$ cat src/rtl/multicycle_control_pkg.sv
// Shared encodings for the multicycle MIPS main control FSM and the ALU control decoder.
package mips_ctl_pkg;

    typedef enum logic [3:0] {
        S_FETCH,
        S_DECODE,
        S_MEM_ADDR,
        S_MEM_READ,
        S_MEM_WB,
        S_MEM_WRITE,
        S_EXEC_R,
        S_R_WB,
        S_BRANCH,
        S_IMM_EXEC,
        S_IMM_WB,
        S_JUMP
    } state_t;

    localparam logic [5:0] OP_RTYPE = 6'b000000;
    localparam logic [5:0] OP_J     = 6'b000010;
    localparam logic [5:0] OP_BEQ   = 6'b000100;
    localparam logic [5:0] OP_BNE   = 6'b000101;
    localparam logic [5:0] OP_BGTZ  = 6'b000111;
    localparam logic [5:0] OP_ADDI  = 6'b001000;
    localparam logic [5:0] OP_SLTI  = 6'b001010;
    localparam logic [5:0] OP_ANDI  = 6'b001100;
    localparam logic [5:0] OP_ORI   = 6'b001101;
    localparam logic [5:0] OP_LW    = 6'b100011;
    localparam logic [5:0] OP_SW    = 6'b101011;

    localparam logic [2:0] ALU_ADD   = 3'b000;
    localparam logic [2:0] ALU_SUB   = 3'b001;
    localparam logic [2:0] ALU_RTYPE = 3'b010;
    localparam logic [2:0] ALU_AND   = 3'b100;
    localparam logic [2:0] ALU_OR    = 3'b101;
    localparam logic [2:0] ALU_BGTZ  = 3'b110;
    localparam logic [2:0] ALU_SLT   = 3'b111;

    localparam logic [1:0] SRCB_B      = 2'b00;
    localparam logic [1:0] SRCB_FOUR   = 2'b01;
    localparam logic [1:0] SRCB_IMM    = 2'b10;
    localparam logic [1:0] SRCB_IMM_SH = 2'b11;

    localparam logic [1:0] PCSRC_ALU    = 2'b00;
    localparam logic [1:0] PCSRC_ALUOUT = 2'b01;
    localparam logic [1:0] PCSRC_JUMP   = 2'b10;

    typedef struct packed {
        logic       pc_write;
        logic       pc_write_cond;
        logic       branch_ne;
        logic       iord;
        logic       mem_read;
        logic       mem_write;
        logic       ir_write;
        logic       mem_to_reg;
        logic       reg_dst;
        logic       reg_write;
        logic       zero_ext;
        logic       alu_src_a;
        logic [1:0] alu_src_b;
        logic [1:0] pc_source;
        logic [2:0] alu_op;
        logic       illegal_op;
    } ctl_t;

    function automatic logic is_legal(input logic [5:0] op);
        case (op)
            OP_RTYPE, OP_J, OP_BEQ, OP_BNE, OP_BGTZ, OP_ADDI,
            OP_SLTI, OP_ANDI, OP_ORI, OP_LW, OP_SW: return 1'b1;
            default:                                return 1'b0;
        endcase
    endfunction

    function automatic logic [2:0] imm_alu_op(input logic [5:0] op);
        case (op)
            OP_SLTI: return ALU_SLT;
            OP_ANDI: return ALU_AND;
            OP_ORI:  return ALU_OR;
            default: return ALU_ADD;
        endcase
    endfunction

endpackage

$ cat src/rtl/multicycle_control_if.sv
// Opcode/ready inputs and datapath control word between the main control FSM and the datapath.
interface multicycle_control_if;

    logic [5:0] opcode;
    logic       mem_ready;
    logic       pc_write;
    logic       pc_write_cond;
    logic       branch_ne;
    logic       iord;
    logic       mem_read;
    logic       mem_write;
    logic       ir_write;
    logic       mem_to_reg;
    logic       reg_dst;
    logic       reg_write;
    logic       zero_ext;
    logic       alu_src_a;
    logic [1:0] alu_src_b;
    logic [1:0] pc_source;
    logic [2:0] alu_op;
    logic       illegal_op;

    modport master (
        input  opcode, mem_ready,
        output pc_write, pc_write_cond, branch_ne, iord, mem_read, mem_write,
               ir_write, mem_to_reg, reg_dst, reg_write, zero_ext, alu_src_a,
               alu_src_b, pc_source, alu_op, illegal_op
    );

    modport slave (
        output opcode, mem_ready,
        input  pc_write, pc_write_cond, branch_ne, iord, mem_read, mem_write,
               ir_write, mem_to_reg, reg_dst, reg_write, zero_ext, alu_src_a,
               alu_src_b, pc_source, alu_op, illegal_op
    );

endinterface

$ cat src/rtl/multicycle_control_output_decode.sv
// Combinational state+opcode to control-word table for the multicycle control FSM.
module mc_output_decode
    import mips_ctl_pkg::*;
(
    input  state_t     i_state,
    input  logic [5:0] i_opcode,
    input  logic       i_mem_ready,
    output ctl_t       o_ctl
);

    logic w_zext;
    assign w_zext = (i_opcode == OP_ANDI) || (i_opcode == OP_ORI);

    always_comb begin
        o_ctl = '0;
        unique case (i_state)
            S_FETCH: begin
                o_ctl.mem_read  = 1'b1;
                o_ctl.alu_src_b = SRCB_FOUR;
                o_ctl.alu_op    = ALU_ADD;
                o_ctl.pc_source = PCSRC_ALU;
                o_ctl.ir_write  = i_mem_ready;
                o_ctl.pc_write  = i_mem_ready;
            end
            S_DECODE: begin
                o_ctl.alu_src_b  = SRCB_IMM_SH;
                o_ctl.alu_op     = ALU_ADD;
                o_ctl.illegal_op = ~is_legal(i_opcode);
            end
            S_MEM_ADDR: begin
                o_ctl.alu_src_a = 1'b1;
                o_ctl.alu_src_b = SRCB_IMM;
                o_ctl.alu_op    = ALU_ADD;
            end
            S_MEM_READ: begin
                o_ctl.mem_read = 1'b1;
                o_ctl.iord     = 1'b1;
            end
            S_MEM_WB: begin
                o_ctl.reg_write  = 1'b1;
                o_ctl.mem_to_reg = 1'b1;
            end
            S_MEM_WRITE: begin
                o_ctl.mem_write = 1'b1;
                o_ctl.iord      = 1'b1;
            end
            S_EXEC_R: begin
                o_ctl.alu_src_a = 1'b1;
                o_ctl.alu_src_b = SRCB_B;
                o_ctl.alu_op    = ALU_RTYPE;
            end
            S_R_WB: begin
                o_ctl.reg_write = 1'b1;
                o_ctl.reg_dst   = 1'b1;
            end
            S_BRANCH: begin
                o_ctl.alu_src_a     = 1'b1;
                o_ctl.alu_src_b     = SRCB_B;
                o_ctl.pc_write_cond = 1'b1;
                o_ctl.pc_source     = PCSRC_ALUOUT;
                o_ctl.alu_op        = (i_opcode == OP_BGTZ) ? ALU_BGTZ : ALU_SUB;
                o_ctl.branch_ne     = (i_opcode == OP_BNE);
            end
            S_IMM_EXEC: begin
                o_ctl.alu_src_a = 1'b1;
                o_ctl.alu_src_b = SRCB_IMM;
                o_ctl.alu_op    = imm_alu_op(i_opcode);
                o_ctl.zero_ext  = w_zext;
            end
            S_IMM_WB: begin
                o_ctl.reg_write = 1'b1;
                o_ctl.zero_ext  = w_zext;
            end
            S_JUMP: begin
                o_ctl.pc_write  = 1'b1;
                o_ctl.pc_source = PCSRC_JUMP;
            end
            default: o_ctl = '0;
        endcase
    end

endmodule

$ cat src/rtl/multicycle_control.sv
// Multicycle MIPS main control FSM: state register, next-state logic and reset gating of the control word.
module multicycle_control
    import mips_ctl_pkg::*;
(
    input  logic                 clk,
    input  logic                 rst_n,
    multicycle_control_if.master bus
);

    state_t r_state;
    ctl_t   w_ctl;
    ctl_t   w_out;

    mc_output_decode u_decode (
        .i_state     (r_state),
        .i_opcode    (bus.opcode),
        .i_mem_ready (bus.mem_ready),
        .o_ctl       (w_ctl)
    );

    always_ff @(posedge clk) begin
        if (!rst_n) begin
            r_state <= S_FETCH;
        end else begin
            case (r_state)
                S_FETCH:     if (bus.mem_ready) r_state <= S_DECODE;
                S_DECODE: begin
                    case (bus.opcode)
                        OP_RTYPE:                     r_state <= S_EXEC_R;
                        OP_LW, OP_SW:                 r_state <= S_MEM_ADDR;
                        OP_BEQ, OP_BNE, OP_BGTZ:      r_state <= S_BRANCH;
                        OP_ADDI, OP_SLTI,
                        OP_ANDI, OP_ORI:              r_state <= S_IMM_EXEC;
                        OP_J:                         r_state <= S_JUMP;
                        default:                      r_state <= S_FETCH;
                    endcase
                end
                S_MEM_ADDR:  r_state <= (bus.opcode == OP_LW) ? S_MEM_READ : S_MEM_WRITE;
                S_MEM_READ:  if (bus.mem_ready) r_state <= S_MEM_WB;
                S_MEM_WRITE: if (bus.mem_ready) r_state <= S_FETCH;
                S_EXEC_R:    r_state <= S_R_WB;
                S_IMM_EXEC:  r_state <= S_IMM_WB;
                default:     r_state <= S_FETCH;
            endcase
        end
    end

    // Reset is synchronous for the state, but the outputs are held low combinationally while rst_n is low.
    assign w_out = rst_n ? w_ctl : '0;

    assign bus.pc_write      = w_out.pc_write;
    assign bus.pc_write_cond = w_out.pc_write_cond;
    assign bus.branch_ne     = w_out.branch_ne;
    assign bus.iord          = w_out.iord;
    assign bus.mem_read      = w_out.mem_read;
    assign bus.mem_write     = w_out.mem_write;
    assign bus.ir_write      = w_out.ir_write;
    assign bus.mem_to_reg    = w_out.mem_to_reg;
    assign bus.reg_dst       = w_out.reg_dst;
    assign bus.reg_write     = w_out.reg_write;
    assign bus.zero_ext      = w_out.zero_ext;
    assign bus.alu_src_a     = w_out.alu_src_a;
    assign bus.alu_src_b     = w_out.alu_src_b;
    assign bus.pc_source     = w_out.pc_source;
    assign bus.alu_op        = w_out.alu_op;
    assign bus.illegal_op    = w_out.illegal_op;

endmodule

$ cat src/flat_wrapper.sv
// flat-port wrapper written by rule: the top's interface ports become plain ports
module multicycle_control_flat import mips_ctl_pkg::*;
  (clk, rst_n, bus_opcode, bus_mem_ready, bus_pc_write, bus_pc_write_cond, bus_branch_ne, bus_iord, bus_mem_read, bus_mem_write, bus_ir_write, bus_mem_to_reg, bus_reg_dst, bus_reg_write, bus_zero_ext, bus_alu_src_a, bus_alu_src_b, bus_pc_source, bus_alu_op, bus_illegal_op);
  multicycle_control_if bus_i ();
  input  logic clk;
  input  logic rst_n;
  input wire logic [$bits(bus_i.opcode)-1:0] bus_opcode;
  input wire logic [$bits(bus_i.mem_ready)-1:0] bus_mem_ready;
  output wire logic [$bits(bus_i.pc_write)-1:0] bus_pc_write;
  output wire logic [$bits(bus_i.pc_write_cond)-1:0] bus_pc_write_cond;
  output wire logic [$bits(bus_i.branch_ne)-1:0] bus_branch_ne;
  output wire logic [$bits(bus_i.iord)-1:0] bus_iord;
  output wire logic [$bits(bus_i.mem_read)-1:0] bus_mem_read;
  output wire logic [$bits(bus_i.mem_write)-1:0] bus_mem_write;
  output wire logic [$bits(bus_i.ir_write)-1:0] bus_ir_write;
  output wire logic [$bits(bus_i.mem_to_reg)-1:0] bus_mem_to_reg;
  output wire logic [$bits(bus_i.reg_dst)-1:0] bus_reg_dst;
  output wire logic [$bits(bus_i.reg_write)-1:0] bus_reg_write;
  output wire logic [$bits(bus_i.zero_ext)-1:0] bus_zero_ext;
  output wire logic [$bits(bus_i.alu_src_a)-1:0] bus_alu_src_a;
  output wire logic [$bits(bus_i.alu_src_b)-1:0] bus_alu_src_b;
  output wire logic [$bits(bus_i.pc_source)-1:0] bus_pc_source;
  output wire logic [$bits(bus_i.alu_op)-1:0] bus_alu_op;
  output wire logic [$bits(bus_i.illegal_op)-1:0] bus_illegal_op;
  assign bus_i.opcode = bus_opcode;
  assign bus_i.mem_ready = bus_mem_ready;
  assign bus_pc_write = bus_i.pc_write;
  assign bus_pc_write_cond = bus_i.pc_write_cond;
  assign bus_branch_ne = bus_i.branch_ne;
  assign bus_iord = bus_i.iord;
  assign bus_mem_read = bus_i.mem_read;
  assign bus_mem_write = bus_i.mem_write;
  assign bus_ir_write = bus_i.ir_write;
  assign bus_mem_to_reg = bus_i.mem_to_reg;
  assign bus_reg_dst = bus_i.reg_dst;
  assign bus_reg_write = bus_i.reg_write;
  assign bus_zero_ext = bus_i.zero_ext;
  assign bus_alu_src_a = bus_i.alu_src_a;
  assign bus_alu_src_b = bus_i.alu_src_b;
  assign bus_pc_source = bus_i.pc_source;
  assign bus_alu_op = bus_i.alu_op;
  assign bus_illegal_op = bus_i.illegal_op;
  multicycle_control u_core (.clk(clk), .rst_n(rst_n), .bus(bus_i));
endmodule
$ cat config.mk
export PLATFORM = sky130hd
export DESIGN_NAME = multicycle_control_flat
export DESIGN_NICKNAME = d
export VERILOG_FILES = /design/src/rtl/multicycle_control_pkg.sv /design/src/rtl/multicycle_control_if.sv /design/src/rtl/multicycle_control_output_decode.sv /design/src/rtl/multicycle_control.sv /design/src/flat_wrapper.sv
export SDC_FILE = /design/constraint.sdc
export NUM_CORES = 1
export LEC_CHECK = 0
export ABC_AREA = 1
export CAP_MARGIN = 0
export CORE_UTILIZATION = 44
export DETAILED_ROUTE_END_ITERATION = 10
export PLACE_DENSITY = 0.81
export SLEW_MARGIN = 10
export SYNTH_ARGS = -nofsm -noshare
export SYNTH_HDL_FRONTEND = slang
export SYNTH_SLANG_ARGS = --single-unit
$ cat constraint.sdc
create_clock -name clk -period 3.7 [get_ports clk]
set_input_delay 0.74 -clock clk [delete_from_list [all_inputs] [get_ports clk]]
set_output_delay 0.74 -clock clk [all_outputs]
set_load 0.005 [all_outputs]
==> metrics <==
number of cells on the worst hold path 2; via count normalized by instance count 5.18; via count of the first global-routing pass 709; share of synthesized area spent on multiplexers 0; number of buffers added by the clock tree synthesis step 3; complex-gate fraction of the synthesized area 0.173; Routed WL 1.82 mm; synthesized-area fraction occupied by xor and xnor cells 0; Peak VDD IR 0.204 mV; Design Area, Final 952 sq um; combinational cell fraction of total power 0.408; number of H-tree branching levels 1; effective utilization at floorplan 0.484; register bank with the most flops u_core.r_state; worst skew pair latency 0.24 ns; sequential share of the synthesized area 0.125; largest driver fanout on the critical path 7; status complete, no violations; internal power summed over all cells 0.000114 W; clock tree buffer depth 2; static power due to leakage 0.450 nW; met3 WL 158 um; transition time at the pin with the least slew margin 0.283 ns; Non-Filler Instances 173; part of the power in the clock network 0.309; mean instance size in the synthesized netlist 4.99 sq um; Clock Sink Count 4; final critical-path setup slack 0.426 ns; share of async-settable or async-resettable flops after synthesis 0; Buffers on Ports 28; mapped cell area 638 sq um; flip-flop count of the largest register, all copies and words added 4; final worst path period need 3.27 ns; slew margin rel. 0.811; worst flop-to-flop path startpoint u_core.r_state[0]; postcts setup bufs 0; clock tree from TritonCTS done; DRC 0; portion of total power attributed to sequential cells 0.283; global route overflow 0; Syn-to-layout area delta 49.2%; Die H 40.1 um; endpoint of the worst hold-timing path u_core.r_state[2]; fraction of power spent switching nets 0.351; setup TNS 0 ns; RSZ-0062 raised after global routing no; Critical R2R Capture u_core.r_state[0]; Net Sw Power 0.0000618 W; count of final max-slew check failures 0; share of synthesized cell area in full adder, half adder and majority cells 0; Fmax 0.305 GHz; first-pass GRT wire length 2.86 mm; number of failing setup endpoints in the final timing report 0; most used standard cells in the synthesized netlist 39 x nand2_1, 24 x nor2_1, 18 x inv_1; critical path data arrival time 2.53 ns; minimum setup slack after placement 0.442 ns; final worst path period share 0.885; highest routed metal layer met3; Worst setup SP type input port; maximum number of pins on one net before global-route repair 10; Fillers 137; post-synthesis sequential element count 4; via count 897; net count after synthesis 137; Final Wtd Congestion 0.910; combinational family with the most area after synthesis simple AND/OR/NAND/NOR gates; average wire per cell in the routed design 10.5 um; post-placement cell area 930 sq um; worst clock skew 0.00556 ns; ranking of synthesized cells by area nand2_1 23%, nor2_1 14%, dfxtp_1 13%; layout net count 169; hold_sp u_core.r_state[2]; EDFF count, synth 0; routed length on met1 807 um; yosys warns 0; cell area power density 185 nW/um^2; CTS root buffer clkbuf_4; drt first pass iters 4; fraction of the mapped netlist area in simple logic gates 0.561; max-cap viol count 0; number of cells in the design after placement 170; share of cells above drive strength 1 0.0886; placeable core region 1320 sq um; placed wire-length estimate 1.51 mm; Die Width 40.1 um; count of cells along the worst register-to-register path 8; number of placed I/O pins 29; clock transition at the register clock pins on the worst setup and hold paths after CTS 0.03 ns; Iteration-0 DRC Markers 23; post-cts hold buffer count 0; antenna violations before repair 0; die area 1610 sq um; top-count cell post-synth nand2_1; Post-DRT Antenna Nets 0; Worst setup EP type output port; GRT Resource Usage Total 0.262; number of diodes added for antenna fixing 0; category of the critical setup timing path input port to output port; Synth top area share 0.229; distinct cell type count of the synthesized netlist 22; leading registers by flop count u_core.r_state x4; Data required, critical path 2.96 ns; Final Hold Viols 0; amount of wire on met2 after detailed routing 853 um; site row count 13; most used flip-flop cell after synthesis dfxtp_1; class of the most critical hold timing path register to register; worst hold slack 0.564 ns; worst reg2reg setup slack 2.42 ns; number of instances in the synthesized netlist 128; number of cells upsized or downsized after cts 0; cell taking the most area after synthesis nand2_1
## layout by cell type, fill, tap and decap left out, types with 2 or more instances in the layout
cell,Yosys,routed
nor2_2,5,5
dfxtp_1,4,4
o22ai_1,2,2
inv_1,18,18
o21ai_0,3,3
nand3_1,7,7
a21oi_1,5,5
inv_2,3,3
nand4_1,3,3
clkdlybuf4s50_1,0,28
a31oi_1,3,3
nor2_1,24,24
clkbuf_4,0,3
nor4_1,3,3
nand2_1,39,39
## through the flow
step           total power [W]  utilization
2_1_floorplan        0.0000895            -
3_3_place_gp          0.000121        0.706
3_5_place_dp          0.000122        0.706
4_1_cts               0.000177        0.723
5_1_grt               0.000189        0.723
6_report              0.000176        0.723
## area by class of cell
cell class | instances | area, sq um | share of cell area
Clock buffer | 3 | 22.5 | 0.0237
Inverter | 22 | 82.6 | 0.0867
Multi-Input combinational cell | 101 | 468 | 0.491
Sequential cell | 4 | 80.1 | 0.0841
Tap cell | 15 | 18.8 | 0.0197
Timing Repair Buffer | 28 | 280 | 0.294
## logic make-up (layout without fill, tap and decap cells)
family / after synthesis / in the layout
AO/OA/AOI/OAI: 18 / 18
buffers and inverters: 23 / 53
flip-flops: 4 / 4
AND/OR/NAND/NOR: 83 / 83
## power groups by stage
stage | sequential [W] | combinational [W] | clock (W)
floorplan | 0.0000490 | 0.0000405 | 0
global placement | 0.0000503 | 0.0000712 | 0
CTS | 0.0000497 | 0.0000720 | 0.0000555
finish | 0.0000498 | 0.0000719 | 0.0000544
global route | 0.0000499 | 0.0000808 | 0.0000582
detailed placement | 0.0000503 | 0.0000717 | 0
## how the worst max path moves through the flow
stage	start	end	slack, ns	cells after the start
floorplan	bus_opcode[4]	bus_alu_op[2]	1.50	4
global placement	rst_n	bus_illegal_op	0.47	6
detailed placement	bus_opcode[4]	bus_alu_op[2]	0.44	6
CTS	bus_opcode[4]	bus_alu_op[2]	0.44	6
global route	bus_opcode[4]	bus_alu_op[2]	0.27	6
finish	bus_opcode[4]	bus_alu_op[1]	0.43	8
## critical path, cell delays in order
cell,delay (ns)
clkdlybuf4s50_1,0.43
nor2_2,0.24
nand4_1,0.24
o21a_1,0.24
nand2_1,0.06
nand2_1,0.05
inv_1,0.05
clkdlybuf4s50_1,0.48
## routing by layer
| metal | global-route usage | vias to the layer above |
|---|---|---|
| li1 | - | 473 |
| met1 | 0.344 | 384 |
| met2 | 0.440 | 40 |
| met3 | 0.0833 | 0 |
| met4 | 0 | 0 |
| met5 | 0 | - |
Power figures use the tool's default switching activity.
==> RTL edit: new RTL, same flow settings <==
Encoding of `state_t`: now one-hot (12 bits for 12 states).
--- a/src/rtl/multicycle_control_pkg.sv
+++ b/src/rtl/multicycle_control_pkg.sv
@@ -3,15 +3,15 @@
 
-    typedef enum logic [3:0] {
-        S_FETCH,
-        S_DECODE,
-        S_MEM_ADDR,
-        S_MEM_READ,
-        S_MEM_WB,
-        S_MEM_WRITE,
-        S_EXEC_R,
-        S_R_WB,
-        S_BRANCH,
-        S_IMM_EXEC,
-        S_IMM_WB,
-        S_JUMP
+    typedef enum logic [11:0] {
+        S_FETCH     = 12'b000000000001,
+        S_DECODE    = 12'b000000000010,
+        S_MEM_ADDR  = 12'b000000000100,
+        S_MEM_READ  = 12'b000000001000,
+        S_MEM_WB    = 12'b000000010000,
+        S_MEM_WRITE = 12'b000000100000,
+        S_EXEC_R    = 12'b000001000000,
+        S_R_WB      = 12'b000010000000,
+        S_BRANCH    = 12'b000100000000,
+        S_IMM_EXEC  = 12'b001000000000,
+        S_IMM_WB    = 12'b010000000000,
+        S_JUMP      = 12'b100000000000
     } state_t;
Check against the original RTL: no difference found for any inputs over 10 cycles, from zero or initial values and one cycle with rst_n low; not proved beyond that.
==> RTL edit against the unedited design <==
Combinational power rose to 3.3 times the old value; synthesized area increased by 52%; sequential cell count increased by 8; largest power group unchanged; setup slack got worse by 95 ps; routed wire length increased by 34%; highest routed layer is now met4; die area increased by 49%; clock power grew 44%; total power rose to 2.7 times the old value; final area grew 35%.
==> RTL edit: results (changes against the unedited design) <==
Final layout
  – Number of filler cells placed in the layout: 188 (+37%)
  – Ratio of cells with drive above 1 in the final layout: 15.3% (+6.4 points)
  – Registers with the most flip-flops: u_core.r_state (12)
  – Nets@finish: 188 (+11%)

Global routing
  – All-layer global routing usage: 23.1% (-3.1 points)
  – Largest net degree at the start of global routing: 20 (+10)
  – GR met1 Demand/Resource: 26.8% (-7.6 points)
  – GR Util met2: 42.8% (-1.1 points)
  – Met3 usage in global routing: 1.87% (-6.5 points)

Logic synthesis
  – Area share of the largest cell type after synthesis: 24.8% (+1.8 points)
  – List of most frequent post-synthesis cells: 26 x inv_1, 20 x nand2_1, 18 x nor2_1, 12 x dfxtp_1, 11 x nor3_1
  – Instance count of the mapped netlist: 149 (+16%)
  – Synth area leaders: dfxtp_1 25%, inv_1 10%, nand2_1 7.7%, nor2_1 7.0%, nor3_1 5.7%
  – Proportion of synthesized chip area in sequential cells: 24.8% (+12 points)
  – Number of nets produced by synthesis: 158 (+15%)

Placement
  – Half-perimeter wire length of the detailed placement result: 1930 µm (+28%)
  – Inst Count DP: 201 (+18%)
  – Gp weighted congestion: 0.836 (-8.1%)

Setup path
  – Highest fanout seen on the critical path: 6 (-1)
  – Reg-to-reg setup timing slack: 2240 ps (-180 ps)
  – CP arrival: 2630 ps (+100 ps)
  – Critical R2R Launch: u_core.r_state[0]
  – Worst reg2reg path endpoint: u_core.r_state[3]

Clock network
  – Worst-case clock buffer depth: 2 (unchanged)
  – Count of H-tree levels built during CTS: 1 (unchanged)
  – Clock-pin slew reported for the worst setup and hold paths after clock tree synthesis: 70 ps (+40 ps)
  – Clock insertion delay at the later pin of the skew report: 270 ps (+30 ps)

Route
  – Routed length per placed instance: 12.0 µm (+14%)
  – Routed wire length: 2450 µm (+34%)
  – Number of DRC markers in iteration 0: 24 (+4.3%)
  – Routed via count: 1,097 (+22%)

Run status
  – Status: finished clean

STA
  – Slew headroom: 76.4% (-4.7 points)
  – Worst hold margin: 628 ps (+63.6 ps)
  – Clock Skews: 6.11 ps (+0.550 ps)

Power and ir drop
  – Leakage dissipation: 0.561 nW (+25%)
  – Power dissipated by switching net loads: 0.000198 W (+220%)

Min path
  – Worst hold start: u_core.r_state[3]
## RTL edit: cell types whose count changed after synthesis, sizes merged, moves of 3 or more
cell / change
nor2: -4
nand2: -12
inv: +7
dfxtp: +8
o21ai: +3
nand4: +5
nor3: +14
## RTL edit: how the worst max path moves through the flow
stage / from / endpoint / cells after the start
after CTS: bus_opcode[4] / bus_alu_op[0] / 9
after global placement: bus_opcode[4] / bus_alu_op[0] / 9
after detailed placement: bus_opcode[4] / bus_alu_op[0] / 9
final: bus_opcode[4] / bus_alu_op[0] / 9
after floorplan: bus_opcode[4] / bus_alu_op[0] / 7
after global routing: bus_opcode[5] / bus_alu_op[0] / 9
## RTL edit: final cells by class
cell class              instances  area share [%]
inverters                      28            8.15
clock buffers                   3            1.75
well taps                      27            2.62
flip-flops and latches         12            18.6
multi-input cells             106            47.1
repair buffers                 28            21.7
## RTL edit: cell families after synthesis
kind of cell	synth area share, %
simple gates	51.5
buf+inv	12.5
flops	24.8
compound gates	11.2
## RTL edit: routing by layer
layer	vias to the layer above	routed length (µm)
met3	6	92
met1	501	1080
met4	0	46
li1	544	-
met2	46	1230
met5	-	0
## RTL edit: worst min-delay path, cell delays in order, from the launching register on
cell,delay [ps]
dfxtp_1,390
o21ai_0,120
nor2_1,80
## RTL edit: power groups by stage
stage | registers, W | clock network, W | logic (W)
2_1_floorplan | 0.000157 | 0 | 0.000164
3_3_place_gp | 0.000159 | 0 | 0.000233
3_5_place_dp | 0.000159 | 0 | 0.000236
4_1_cts | 0.000156 | 0.0000797 | 0.000239
5_1_grt | 0.000160 | 0.0000849 | 0.000267
6_report | 0.000156 | 0.0000782 | 0.000240
## RTL edit: stage by stage
stage                     worst slack (ps)  total power, W
after detailed placement               355        0.000396
after CTS                              353        0.000475
after global placement                 435        0.000392
after floorplan                       1410        0.000321
final                                  331        0.000475
after global routing                   111        0.000512
